File: config.mk
export PLATFORM = sky130hd
export DESIGN_NAME = if_fetch_stage
export DESIGN_NICKNAME = d
export VERILOG_FILES = /design/src/rtl/core_pkg.sv /design/src/rtl/if_id_reg.sv /design/src/rtl/if_fetch_stage.sv
export SDC_FILE = /design/constraint.sdc
export NUM_CORES = 1
export LEC_CHECK = 0
export ABC_AREA = 1
export BUFFER_PORTS_ARGS = -buffer_cell sky130_fd_sc_hd__buf_2
export CELL_PAD_IN_SITES_DETAIL_PLACEMENT = 0
export CELL_PAD_IN_SITES_GLOBAL_PLACEMENT = 1
export CORE_MARGIN = 4
export CORE_UTILIZATION = 30
export CTS_CLUSTER_DIAMETER = 100
export CTS_CLUSTER_SIZE = 25
export DETAILED_ROUTE_END_ITERATION = 6
export PLACE_DENSITY_LB_ADDON = 0.2
export SLEW_MARGIN = 0
export SYNTH_ARGS = -nofsm -noshare
export SYNTH_HDL_FRONTEND = slang
export SYNTH_SLANG_ARGS = --single-unit
File: constraint.sdc
create_clock -name clk -period 3.6 [get_ports clk]
set_clock_uncertainty 0.2 [all_clocks]
set_input_delay 0.18 -clock clk [delete_from_list [all_inputs] [get_ports clk]]
set_output_delay 0.18 -clock clk [all_outputs]
set_load 0.02 [all_outputs]
File: src/rtl/core_pkg.sv
// ----------------------------------------------------------------------------
// core_pkg
// Shared constants and types for the pipelined RV32I core front end.
//   XLEN       : data/address width
//   RESET_PC   : PC loaded on reset
//   NOP_INSTR  : bubble encoding (addi x0,x0,0)
//   fetch_state_e : fetch FSM states {REQ, WAIT, HOLD, DROP}
//   ifid_t        : IF/ID pipeline register payload
// ----------------------------------------------------------------------------
package core_pkg;

    localparam int unsigned     XLEN      = 32;
    localparam logic [XLEN-1:0] RESET_PC  = 32'h0000_0000;
    localparam logic [31:0]     NOP_INSTR = 32'h0000_0013;

    typedef enum logic [1:0] {
        REQ  = 2'd0,
        WAIT = 2'd1,
        HOLD = 2'd2,
        DROP = 2'd3
    } fetch_state_e;

    typedef struct packed {
        logic [31:0]     instr;
        logic [XLEN-1:0] pc;
        logic [XLEN-1:0] pc_plus4;
        logic            valid;
    } ifid_t;

    // Empty pipeline slot: NOP encoding, zero PCs, not valid.
    function automatic ifid_t ifid_bubble();
        ifid_t b;
        b.instr    = NOP_INSTR;
        b.pc       = '0;
        b.pc_plus4 = '0;
        b.valid    = 1'b0;
        return b;
    endfunction

endpackage

File: src/rtl/if_id_reg.sv
// ----------------------------------------------------------------------------
// if_id_reg
// Enable/flush pipeline register carrying an ifid_t payload. Reusable for
// later stage boundaries. Reset and clear both load a bubble; clear wins
// over enable.
// Ports:
//   i_clk  : clock
//   i_rst  : synchronous reset, active-high
//   i_en   : load i_d
//   i_clr  : load a bubble regardless of i_en
//   i_d    : next payload
//   o_q    : registered payload
// ----------------------------------------------------------------------------
module if_id_reg
    import core_pkg::*;
(
    input  logic  i_clk,
    input  logic  i_rst,
    input  logic  i_en,
    input  logic  i_clr,
    input  ifid_t i_d,
    output ifid_t o_q
);

    ifid_t r_q;

    always_ff @(posedge i_clk) begin
        if (i_rst || i_clr) begin
            r_q <= ifid_bubble();
        end else if (i_en) begin
            r_q <= i_d;
        end
    end

    assign o_q = r_q;

endmodule

File: src/rtl/if_fetch_stage.sv
// ----------------------------------------------------------------------------
// if_fetch_stage
// Instruction fetch plus IF/ID register. Issues one request at a time to a
// variable-latency instruction memory, holds a fetched word while the
// pipeline is stalled and discards the response owed after a redirect.
// Optional macro IF_PERF_CNT_EN adds saturating perf_fetched/perf_dropped.
// Ports:
//   clk, rst          : clock, synchronous active-high reset
//   pc_en, ifid_en    : hazard-unit stall enables (1 = advance)
//   flush, branch_target : EX-stage redirect
//   imem_req/addr     : request strobe and address
//   imem_ack/rdata    : response valid and instruction word
//   instr_d, pc_d, pc_plus4_d, valid_d : IF/ID register contents
//   fetch_busy        : a response is outstanding (WAIT or DROP)
//   perf_fetched, perf_dropped : event counters (IF_PERF_CNT_EN only)
// ----------------------------------------------------------------------------
module if_fetch_stage
    import core_pkg::*;
(
    input  logic            clk,
    input  logic            rst,
    input  logic            pc_en,
    input  logic            ifid_en,
    input  logic            flush,
    input  logic [XLEN-1:0] branch_target,
    output logic            imem_req,
    output logic [XLEN-1:0] imem_addr,
    input  logic            imem_ack,
    input  logic [31:0]     imem_rdata,
    output logic [31:0]     instr_d,
    output logic [XLEN-1:0] pc_d,
    output logic [XLEN-1:0] pc_plus4_d,
    output logic            valid_d,
    output logic            fetch_busy
`ifdef IF_PERF_CNT_EN
    ,
    output logic [31:0]     perf_fetched,
    output logic [31:0]     perf_dropped
`endif
);

    fetch_state_e    r_state, w_state_d;
    logic [XLEN-1:0] r_pc_f, w_pc_d;
    // Buffer contents are meaningful only while in HOLD.
    logic [31:0]     r_buf_instr, w_buf_instr_d;
    logic [XLEN-1:0] w_pc_plus4;
    logic            w_advance;
    logic            w_ifid_load;
    ifid_t           w_ifid_next;
    ifid_t           w_ifid_q;

    assign w_advance  = pc_en & ifid_en;
    assign w_pc_plus4 = r_pc_f + XLEN'(4);

    always_ff @(posedge clk) begin
        if (rst) begin
            r_state     <= REQ;
            r_pc_f      <= RESET_PC;
            r_buf_instr <= NOP_INSTR;
        end else begin
            r_state     <= w_state_d;
            r_pc_f      <= w_pc_d;
            r_buf_instr <= w_buf_instr_d;
        end
    end

    always_comb begin
        w_state_d     = r_state;
        w_pc_d        = r_pc_f;
        w_buf_instr_d = r_buf_instr;
        w_ifid_load   = 1'b0;
        w_ifid_next   = ifid_bubble();

        unique case (r_state)
            REQ: begin
                w_state_d   = WAIT;
                // Decode consumed the previous slot; refill with a bubble.
                w_ifid_load = ifid_en;
            end
            WAIT: begin
                if (imem_ack) begin
                    if (w_advance) begin
                        w_ifid_load          = 1'b1;
                        w_ifid_next.instr    = imem_rdata;
                        w_ifid_next.pc       = r_pc_f;
                        w_ifid_next.pc_plus4 = w_pc_plus4;
                        w_ifid_next.valid    = 1'b1;
                        w_pc_d               = w_pc_plus4;
                        w_state_d            = REQ;
                    end else begin
                        w_buf_instr_d = imem_rdata;
                        w_state_d     = HOLD;
                    end
                end else begin
                    w_ifid_load = ifid_en;
                end
            end
            HOLD: begin
                if (w_advance) begin
                    w_ifid_load          = 1'b1;
                    w_ifid_next.instr    = r_buf_instr;
                    w_ifid_next.pc       = r_pc_f;
                    w_ifid_next.pc_plus4 = w_pc_plus4;
                    w_ifid_next.valid    = 1'b1;
                    w_pc_d               = w_pc_plus4;
                    w_state_d            = REQ;
                end else begin
                    w_ifid_load = ifid_en;
                end
            end
            DROP: begin
                // Owed response is thrown away when it shows up.
                w_ifid_load = ifid_en;
                if (imem_ack) begin
                    w_state_d = REQ;
                end
            end
            default: begin
                w_state_d = REQ;
            end
        endcase

        // Redirect overrides everything; the IF/ID clear is done by i_clr.
        if (flush) begin
            w_pc_d      = branch_target;
            w_ifid_load = 1'b0;
            unique case (r_state)
                REQ:        w_state_d = DROP;
                HOLD:       w_state_d = REQ;
                WAIT, DROP: w_state_d = imem_ack ? REQ : DROP;
                default:    w_state_d = REQ;
            endcase
        end
    end

    if_id_reg u_if_id_reg (
        .i_clk (clk),
        .i_rst (rst),
        .i_en  (w_ifid_load),
        .i_clr (flush),
        .i_d   (w_ifid_next),
        .o_q   (w_ifid_q)
    );

    assign imem_req   = (r_state == REQ) & ~rst;
    assign imem_addr  = r_pc_f;
    assign fetch_busy = (r_state == WAIT) | (r_state == DROP);
    assign instr_d    = w_ifid_q.instr;
    assign pc_d       = w_ifid_q.pc;
    assign pc_plus4_d = w_ifid_q.pc_plus4;
    assign valid_d    = w_ifid_q.valid;

`ifdef IF_PERF_CNT_EN
    logic        w_fetched;
    logic        w_dropped;
    logic [31:0] r_perf_fetched;
    logic [31:0] r_perf_dropped;

    // flush forces w_ifid_load low, so a flushed load is never counted.
    assign w_fetched = w_ifid_load & w_ifid_next.valid;
    assign w_dropped = imem_ack & ((r_state == DROP) | ((r_state == WAIT) & flush));

    always_ff @(posedge clk) begin
        if (rst) begin
            r_perf_fetched <= '0;
            r_perf_dropped <= '0;
        end else begin
            if (w_fetched && (r_perf_fetched != 32'hFFFF_FFFF)) begin
                r_perf_fetched <= r_perf_fetched + 32'd1;
            end
            if (w_dropped && (r_perf_dropped != 32'hFFFF_FFFF)) begin
                r_perf_dropped <= r_perf_dropped + 32'd1;
            end
        end
    end

    assign perf_fetched = r_perf_fetched;
    assign perf_dropped = r_perf_dropped;
`endif

endmodule
==> results of run 1 <==
-- worst register-to-register path, stage by stage (launching register included) --
cell and delay, ps:
dfxtp_1 390, inv_1 100, ha_1 370, nand3_1 110, o21ai_1 80, inv_1 100
nand2_4 230, nor2_4 150, buf_4 560, nand3_1 190, a21oi_1 160
-- routing by layer --
| metal | up-vias | part of all wire, % |
|---|---|---|
| met4 | 2 | 1.0 |
| met1 | 3387 | 45 |
| li1 | 3815 | - |
| met5 | - | 0.033 |
| met3 | 22 | 5.2 |
| met2 | 185 | 49 |
-- placed cells by master (no fill, tap or decap), types with 12 or more instances in the layout --
cell type      count
a21oi_1          125
a22oi_1           22
buf_2            200
buf_4             12
clkbuf_16         17
dfxtp_1          161
dlygate4sd3_1     69
inv_1             34
nand2_1          334
nand3_1           83
nor2_1            96
o21ai_0           42
-- cell families (layout without fill, tap and decap cells) --
group	after synthesis	after routing	synth area share [%]
flip-flops	161	161	44.8
AO/OA/AOI/OAI	203	203	15.2
XOR/XNOR	15	15	1.83
AND/OR/NAND/NOR	534	534	30.3
buffers and inverters	108	356	6.83
adder cells (fa/ha/maj)	6	6	1.04
-- final timing paths --
check             startpoint                  end  slack, ps  cells past startpoint
max reg2reg       r_state[0]  u_if_id_reg.o_q[24]        890                     10
min reg2reg  r_buf_instr[30]      r_buf_instr[30]        250                      2
min                    pc_en           r_state[1]        110                      4
max               r_state[0]  u_if_id_reg.o_q[24]        890                     10
-- report_power, final --
group / switching [mW] / leakage (nW) / internal (mW)
clock: 0.837 / 0.275 / 0.976
sequential: 0.0648 / 1.31 / 1.85
combinational: 0.441 / 2.46 / 0.230
total: 1.34 / 4.04 / 3.05
-- cell type report --
cell class	count	area (µm²)
Tap cell	319	399
Sequential cell	161	3220
Inverter	41	155
Clock buffer	18	429
Timing Repair Buffer	283	1820
Clock inverter	14	144
Fill cell	2567	13900
Multi-Input combinational cell	758	3480
-- registers in the layout (all words and copies together) (netlist names) --
| register | count |
|---|---|
| r_state | 2 |
| u_if_id_reg.o_q | 95 |
| r_buf_instr | 32 |
| imem_addr | 32 |
-- timing repair --
item                      CTS  global route
hold endpoints to repair   96             0
setup buffers               0             0
gates resized for setup     0             0
hold buffers               69             0
-- per-stage QoR --
step           std cells  hold WS (ps)  setup slack (ps)
2_1_floorplan       1027           115              1720
3_3_place_gp        1493           205               958
3_5_place_dp        1493           213               844
4_1_cts             1594          90.9               825
5_1_grt             1594           145               615
6_report            1594           106               891
==> results.json, run 1 <==
{
  "clockRootBuffer": "clkbuf_16",
  "drv_cap": 0,
  "power_leakage_nw": 4.04,
  "yosys_warnings": 0,
  "yosys.area.top_type_share_pct": 44.8,
  "synth_top_flop_cell": "dfxtp_1",
  "numCtsBuffers": 17,
  "antennaDiodeCount": 0,
  "slew_headroom_pct": 29.8,
  "avgSynthCellArea_um2": 7.01,
  "critPathBufInv": 3,
  "area_delta_synth_final_pct": 34.2,
  "end_kind": "flop",
  "gr-usage-met1_pct": 23.5,
  "synthTopCellsByArea": "dfxtp_1 45%, nand2_1 17%, a21oi_1 8.7%",
  "dieArea_um2": 26500,
  "io_buffer_count": 200,
  "io_pins": 201,
  "rows": 56,
  "path_delay_family": "buffers and inverters",
  "die_y_um": 163,
  "use_met2_pct": 31.1,
  "synth_nets": 1103,
  "outcome": "complete, no violations",
  "grt_overflow": 0,
  "clk_pin_slew_ps": 70,
  "hp-class": "input pin to flop",
  "grt_setup_unrepaired": "false",
  "grt_busiest_layer": "met2",
  "antenna_found_initial": 1,
  "critical_path_class": "flop to flop",
  "ys_async_sr_fraction_pct": 0,
  "gr-usage-met3_pct": 3.47,
  "start_kind": "flop",
  "setup_viol": 0,
  "maxClockFrequency_ghz": 0.369,
  "drt_pre_antenna_iters": 5,
  "drc_errors": 0,
  "synth-seq-cells": 161,
  "drtIter0Drc": 454,
  "clk_latency_ps": 420,
  "synth_enable_flop_cells": 0,
  "routabilityCongestion": 0.799,
  "tightestPinTransition_ps": 1050,
  "synth_cells": 1027,
  "grtUsageTotal_pct": 18.1,
  "synth_common_cells": "334 x nand2_1, 161 x dfxtp_1, 125 x a21oi_1, 97 x nor2_1, 83 x nand3_1",
  "min_period_ps": 2710,
  "drive_above_1_share_pct": 20.8,
  "critPathMaxFanout": 63,
  "powerDensity_nw_per_um2": 455,
  "ys_types": 29,
  "nNetsFinal": 1338,
  "fin_util_pct": 41.0,
  "die_x_um": 163,
  "vias": 7411,
  "path_cells": "inv_1, ha_1, nand3_1, o21ai_1, inv_1, nand2_4, nor2_4, buf_4, nand3_1, a21oi_1",
  "hpwl_um": 16000,
  "grt_pass1_wl_um": 38900,
  "critPathMaxStageDelay_ps": 560,
  "yosysMostFrequentCell": "nand2_1",
  "final_area_um2": 9650,
  "syn_area_um2": 7190,
  "cts_buffer_depth": 2,
  "synth_seq_area_share_pct": 44.8,
  "crit_required_ps": 3740,
  "cp_slowest_cell": "buf_4",
  "cts.sinks": 161,
  "cp_data_arrival_time_ps": 2850,
  "initial_core_util_pct": 30.6,
  "fin_crit_sh_pct": 75.2,
  "dpl_cell_area_um2": 8390,
  "wl_per_cell_um": 15.2,
  "antenna_left": 0,
  "ir_worst_vdd_mv": 0.255,
  "yosysTopAreaCell": "dfxtp_1",
  "finalHoldViolations": 0,
  "slew_violations": 0,
  "routed_wl_um": 24300,
  "setup_tns_ps": 0,
  "grt_max_degree": 66,
  "grt_pass1_vias": 7181,
  "power.total_mw": 4.40,
  "viasPerCell": 4.65,
  "htree_num_levels": 4,
  "cts_tree": "built",
  "core_um2": 23500
}
No activity file was read; power rests on OpenSTA's default activity.
==> run 2: changes to the inputs <==
==> constraint.sdc (replaced) <==
create_clock -name clk -period 2.75 [get_ports clk]
set_clock_uncertainty 0.2 [all_clocks]
set_input_delay 0.1375 -clock clk [delete_from_list [all_inputs] [get_ports clk]]
set_output_delay 0.1375 -clock clk [all_outputs]
set_load 0.02 [all_outputs]
==> run 2 against run 1 <==
Compared with the run above: flip-flop and latch count unchanged; critical path depth decreased by 1; first-iteration DRC count increased by 19%.
==> results.json, run 2 (synthesis gave the netlist of run 1 again) <==
{
  "outcome": "complete, no violations",
  "numCtsBuffers": 17,
  "critPathMaxStageDelay_ps": 550,
  "grtUsageTotal_pct": 18.2,
  "die_y_um": 163,
  "reg2reg_depth": 9,
  "cp_slowest_cell": "dlygate4sd3_1",
  "largest_register_ff_count": 95,
  "drtIter0Drc": 540,
  "grt_pass1_vias": 7249,
  "grt_setup_unrepaired": "false",
  "min_period_ps": 2480,
  "slew_violations": 0,
  "drv_cap": 0,
  "core_um2": 23500,
  "cts_resized": 0,
  "start_kind": "flop",
  "critPathMaxFanout": 6,
  "endpoint": "u_if_id_reg.o_q[69]",
  "crit_required_ps": 2860,
  "cp_data_arrival_time_ps": 2590,
  "timing.rr.end": "u_if_id_reg.o_q[69]",
  "setup_tns_ps": 0,
  "antenna_found_initial": 0,
  "setup_viol": 0,
  "clockRootBuffer": "clkbuf_16",
  "grt_pass1_wl_um": 38900,
  "slew_headroom_pct": 61.4,
  "final_common_cell": "nand2_1",
  "io_pins": 201,
  "clk_latency_ps": 420,
  "critPathBufInv": 2,
  "tightestPinTransition_ps": 579,
  "finalHoldViolations": 0,
  "end_kind": "flop",
  "crit_top_cell": "nand3_1",
  "grt_max_degree": 64,
  "cts_tree": "built",
  "reg2reg_from": "r_state[0]",
  "place_ws_ps": 454,
  "rows": 56,
  "cts_setup_buffers": 0,
  "r2r_slack_ps": 270,
  "worst_slack_ps": 272,
  "power.total_mw": 5.79,
  "htree_num_levels": 4,
  "fin_crit_sh_pct": 90.1,
  "dieArea_um2": 26500,
  "crit_start": "r_state[0]",
  "hp-class": "input pin to flop",
  "cp.depth": 9,
  "drt_pre_antenna_iters": 5,
  "hold_path_startpoint": "pc_en",
  "antennaDiodeCount": 0,
  "initial_core_util_pct": 30.6,
  "drc_errors": 0,
  "hpwl_um": 16300,
  "area_delta_synth_final_pct": 34.7,
  "powerDensity_nw_per_um2": 597,
  "grt_overflow": 0,
  "power_leakage_nw": 4.05,
  "path_cells": "inv_1, ha_1, nand3_1, o21ai_1, nor2_1, nand3_1, o22ai_1, nand2_1, dlygate4sd3_1",
  "nNetsFinal": 1341,
  "cts_buffer_depth": 2,
  "io_buffer_count": 200,
  "vias": 7382,
  "final_cell_mix": "334 x nand2_1, 200 x buf_2, 161 x dfxtp_1",
  "drive_above_1_share_pct": 21.1,
  "die_x_um": 163,
  "wl_per_cell_um": 15.1,
  "cts.sinks": 161,
  "ir_worst_vdd_mv": 0.340,
  "antenna_left": 0,
  "hold_buffers": 67,
  "routabilityCongestion": 0.767,
  "viasPerCell": 4.63,
  "routed_wl_um": 24200,
  "critical_path_class": "flop to flop",
  "path_delay_family": "buffers and inverters",
  "clk_pin_slew_ps": 70,
  "maxClockFrequency_ghz": 0.403
}
==> run 2: changes by cell type in the layout (fill, tap and decap cells not counted), sizes merged <==
cell,change
inv,-3
clkinvlp,+2
clkbuf,-1
dlygate4sd3,-2
buf,+5
bufinv,+1
==> run 2: worst register-to-register path, stage by stage, from the launching register on <==
cell,delay [ps]
dfxtp_1,380
inv_1,90
ha_1,380
nand3_1,120
o21ai_1,90
nor2_1,260
nand3_1,130
o22ai_1,130
nand2_1,60
dlygate4sd3_1,550
==> run 2: worst min path at each step <==
stage	cells past startpoint	to
after floorplan	2	imem_addr[0]
after global placement	3	imem_addr[1]
after detailed placement	3	imem_addr[1]
after CTS	4	r_state[1]
after global routing	4	r_state[1]
final	4	r_state[1]
==> run 2: where the power goes <==
| part | leakage, nW | internal [mW] | switching [mW] |
|---|---|---|---|
| clock network | 0.273 | 1.35 | 1.05 |
| registers | 1.31 | 2.42 | 0.0835 |
| logic | 2.47 | 0.310 | 0.579 |
==> run 2: area by class of cell <==
cell class	count	area, µm²
clock inverter	14	156
clock buffer	17	425
multi-input combinational	758	3480
sequential	161	3220
fill	2564	13800
inverter	41	155
timing repair buffer	286	1850
tap	319	399
==> run 2: metal layers <==
metal	vias to the layer above	track usage, %	share of wire [%]
met3	14	4.56	5.3
met2	182	30.5	47
met5	-	0	0
met4	0	4.35	1.2
met1	3372	23.6	46
li1	3814	-	-
==> run 2: through the flow <==
stage          instances  area (µm²)  utilization, %  hold WS [ps]
2_1_floorplan       1027        7190               -          72.4
3_3_place_gp        1498        8440            35.9           162
3_5_place_dp        1498        8440            35.9           171
4_1_cts             1596        9690            41.2          65.2
5_1_grt             1596        9690            41.2          90.9
6_report            1596        9690            41.2          80.0
==> run 3: changes to the inputs <==
--- a/config.mk
+++ b/config.mk
@@ -14,6 +14,7 @@
 export CTS_CLUSTER_DIAMETER = 100
 export CTS_CLUSTER_SIZE = 25
 export DETAILED_ROUTE_END_ITERATION = 6
+export GPL_TIMING_DRIVEN = 0
 export PLACE_DENSITY_LB_ADDON = 0.2
 export SLEW_MARGIN = 0
 export SYNTH_ARGS = -nofsm -noshare
==> run 3 against run 2 <==
Compared with the run above: sequential share of layout area down 0.59 points; maximum frequency down 2.0%; clock power about the same; register-to-register slack worse by 50 ps; power up 0.97%; combinational power up 6.4%; critical endpoint is now imem_addr[3]; largest power group unchanged.
==> results.json, run 3 (synthesis gave the netlist of run 1 again) <==
{
  "cp.depth": 13,
  "cts_tree": "built",
  "vias": 7651,
  "end_kind": "flop",
  "maxClockFrequency_ghz": 0.395,
  "antennaDiodeCount": 0,
  "drv_cap": 0,
  "tightestPinTransition_ps": 688,
  "min_period_ps": 2530,
  "power_leakage_nw": 4.15,
  "timing.rr.end": "imem_addr[3]",
  "clk_latency_ps": 430,
  "reg2reg_depth": 13,
  "fin_crit_sh_pct": 92.0,
  "htree_num_levels": 4,
  "path_delay_family": "buffers and inverters",
  "rows": 56,
  "grt_setup_unrepaired": "false",
  "cts_buffer_depth": 2,
  "ir_worst_vdd_mv": 0.371,
  "worst_slack_ps": 220,
  "routed_wl_um": 25700,
  "cts_setup_buffers": 0,
  "outcome": "complete, no violations",
  "grt_max_degree": 17,
  "routabilityCongestion": 0.803,
  "clockRootBuffer": "clkbuf_16",
  "hold_path_startpoint": "rst",
  "whs_endpoint": "u_if_id_reg.o_q[66]",
  "crit_required_ps": 2920,
  "io_pins": 201,
  "drtIter0Drc": 386,
  "cts.sinks": 161,
  "hpwl_um": 18900,
  "grt_pass1_vias": 7470,
  "area_delta_synth_final_pct": 37.2,
  "io_buffer_count": 198,
  "critPathBufInv": 7,
  "hp-class": "input pin to flop",
  "setup_viol": 0,
  "clk_pin_slew_ps": 70,
  "final_common_cell": "nand2_1",
  "dieArea_um2": 26500,
  "drive_above_1_share_pct": 21.4,
  "start_kind": "flop",
  "hold_depth": 3,
  "powerDensity_nw_per_um2": 592,
  "placedCellCount": 1544,
  "viasPerCell": 4.65,
  "drt_pre_antenna_iters": 5,
  "nNetsFinal": 1388,
  "final_area_um2": 9870,
  "power.total_mw": 5.85,
  "die_x_um": 163,
  "fin_util_pct": 41.9,
  "drc_errors": 0,
  "critPathMaxStageDelay_ps": 560,
  "core_um2": 23500,
  "reg2reg_from": "r_state[1]",
  "whs_ps": 62.7,
  "initial_core_util_pct": 30.6,
  "dpl_cell_area_um2": 8580,
  "r2r_slack_ps": 220,
  "critical_path_class": "flop to flop",
  "final_cell_count_no_fill": 1644,
  "place_ws_ps": 299,
  "wl_per_cell_um": 15.6,
  "largest_register_ff_count": 95,
  "grt_pass1_wl_um": 40600,
  "slew_violations": 0,
  "critPathMaxFanout": 10,
  "crit_top_cell": "nand2_1",
  "numCtsBuffers": 17,
  "die_y_um": 163,
  "slew_headroom_pct": 54.1,
  "setup_tns_ps": 0,
  "grt_overflow": 0,
  "grtUsageTotal_pct": 19.2,
  "antenna_left": 0,
  "path_cells": "inv_1, ha_1, buf_2, inv_4, nand2_1, nand3_2, nand2_1, inv_1, buf_6, buf_6, nand2_1, a31oi_1, dlygate4sd3_1",
  "finalHoldViolations": 0,
  "antenna_found_initial": 1,
  "multi_input_area_um2": 3480,
  "ff_latch_area_um2": 3220,
  "cp_slowest_cell": "dlygate4sd3_1",
  "num-fill-cells": 2578,
  "final_cell_mix": "334 x nand2_1, 212 x buf_2, 160 x dfxtp_1",
  "cp_data_arrival_time_ps": 2700
}
==> run 3: changes by cell type in the layout (fill, tap and decap cells not counted), sizes merged <==
cell / delta
clkbuf: +35
buf: +14
bufinv: -1
clkinv: -1
clkinvlp: -1
dlygate4sd3: +1
inv: +1
==> run 3: where the power goes <==
group | switching [mW] | internal, mW | leakage, nW
clock | 1.06 | 1.34 | 0.280
combinational | 0.610 | 0.335 | 2.56
sequential | 0.0833 | 2.42 | 1.31
==> run 3: layout make-up <==
cell class | instances | share of cell area [%]
buffer | 67 | 3.52
clock buffer | 20 | 4.73
clock inverter | 12 | 1.24
inverter | 41 | 1.58
multi-input combinational | 758 | 35.3
sequential | 161 | 32.7
tap | 319 | 4.04
timing repair buffer | 266 | 16.9
==> run 3: tightest hold or removal path, stage by stage <==
cell	delay (ps)
clkbuf_1	270
nor2_1	170
nand2_1	80
==> run 3: routing by layer <==
metal	GRT usage (%)	vias up	wire length, µm
li1	-	3933	-
met1	25.1	3481	11800
met5	0	-	7
met3	3.67	36	1300
met2	32.2	199	12000
met4	6.02	2	561
==> run 3: repair_timing <==
action                                  CTS  global route
endpoints found under the setup margin    0             2
gates resized for setup                   0             7
hold buffers                             68             0
hold endpoints to repair                 96             0
==> run 3: worst max-delay path by stage <==
stage | startpoint | end | slack (ps)
floorplan | r_state[1] | u_if_id_reg.o_q[94] | 870
global placement | r_state[1] | u_if_id_reg.o_q[61] | 320
detailed placement | r_state[0] | u_if_id_reg.o_q[61] | 300
CTS | r_state[1] | imem_addr[3] | 40
global route | r_state[1] | imem_addr[3] | 10
finish | r_state[1] | imem_addr[3] | 220
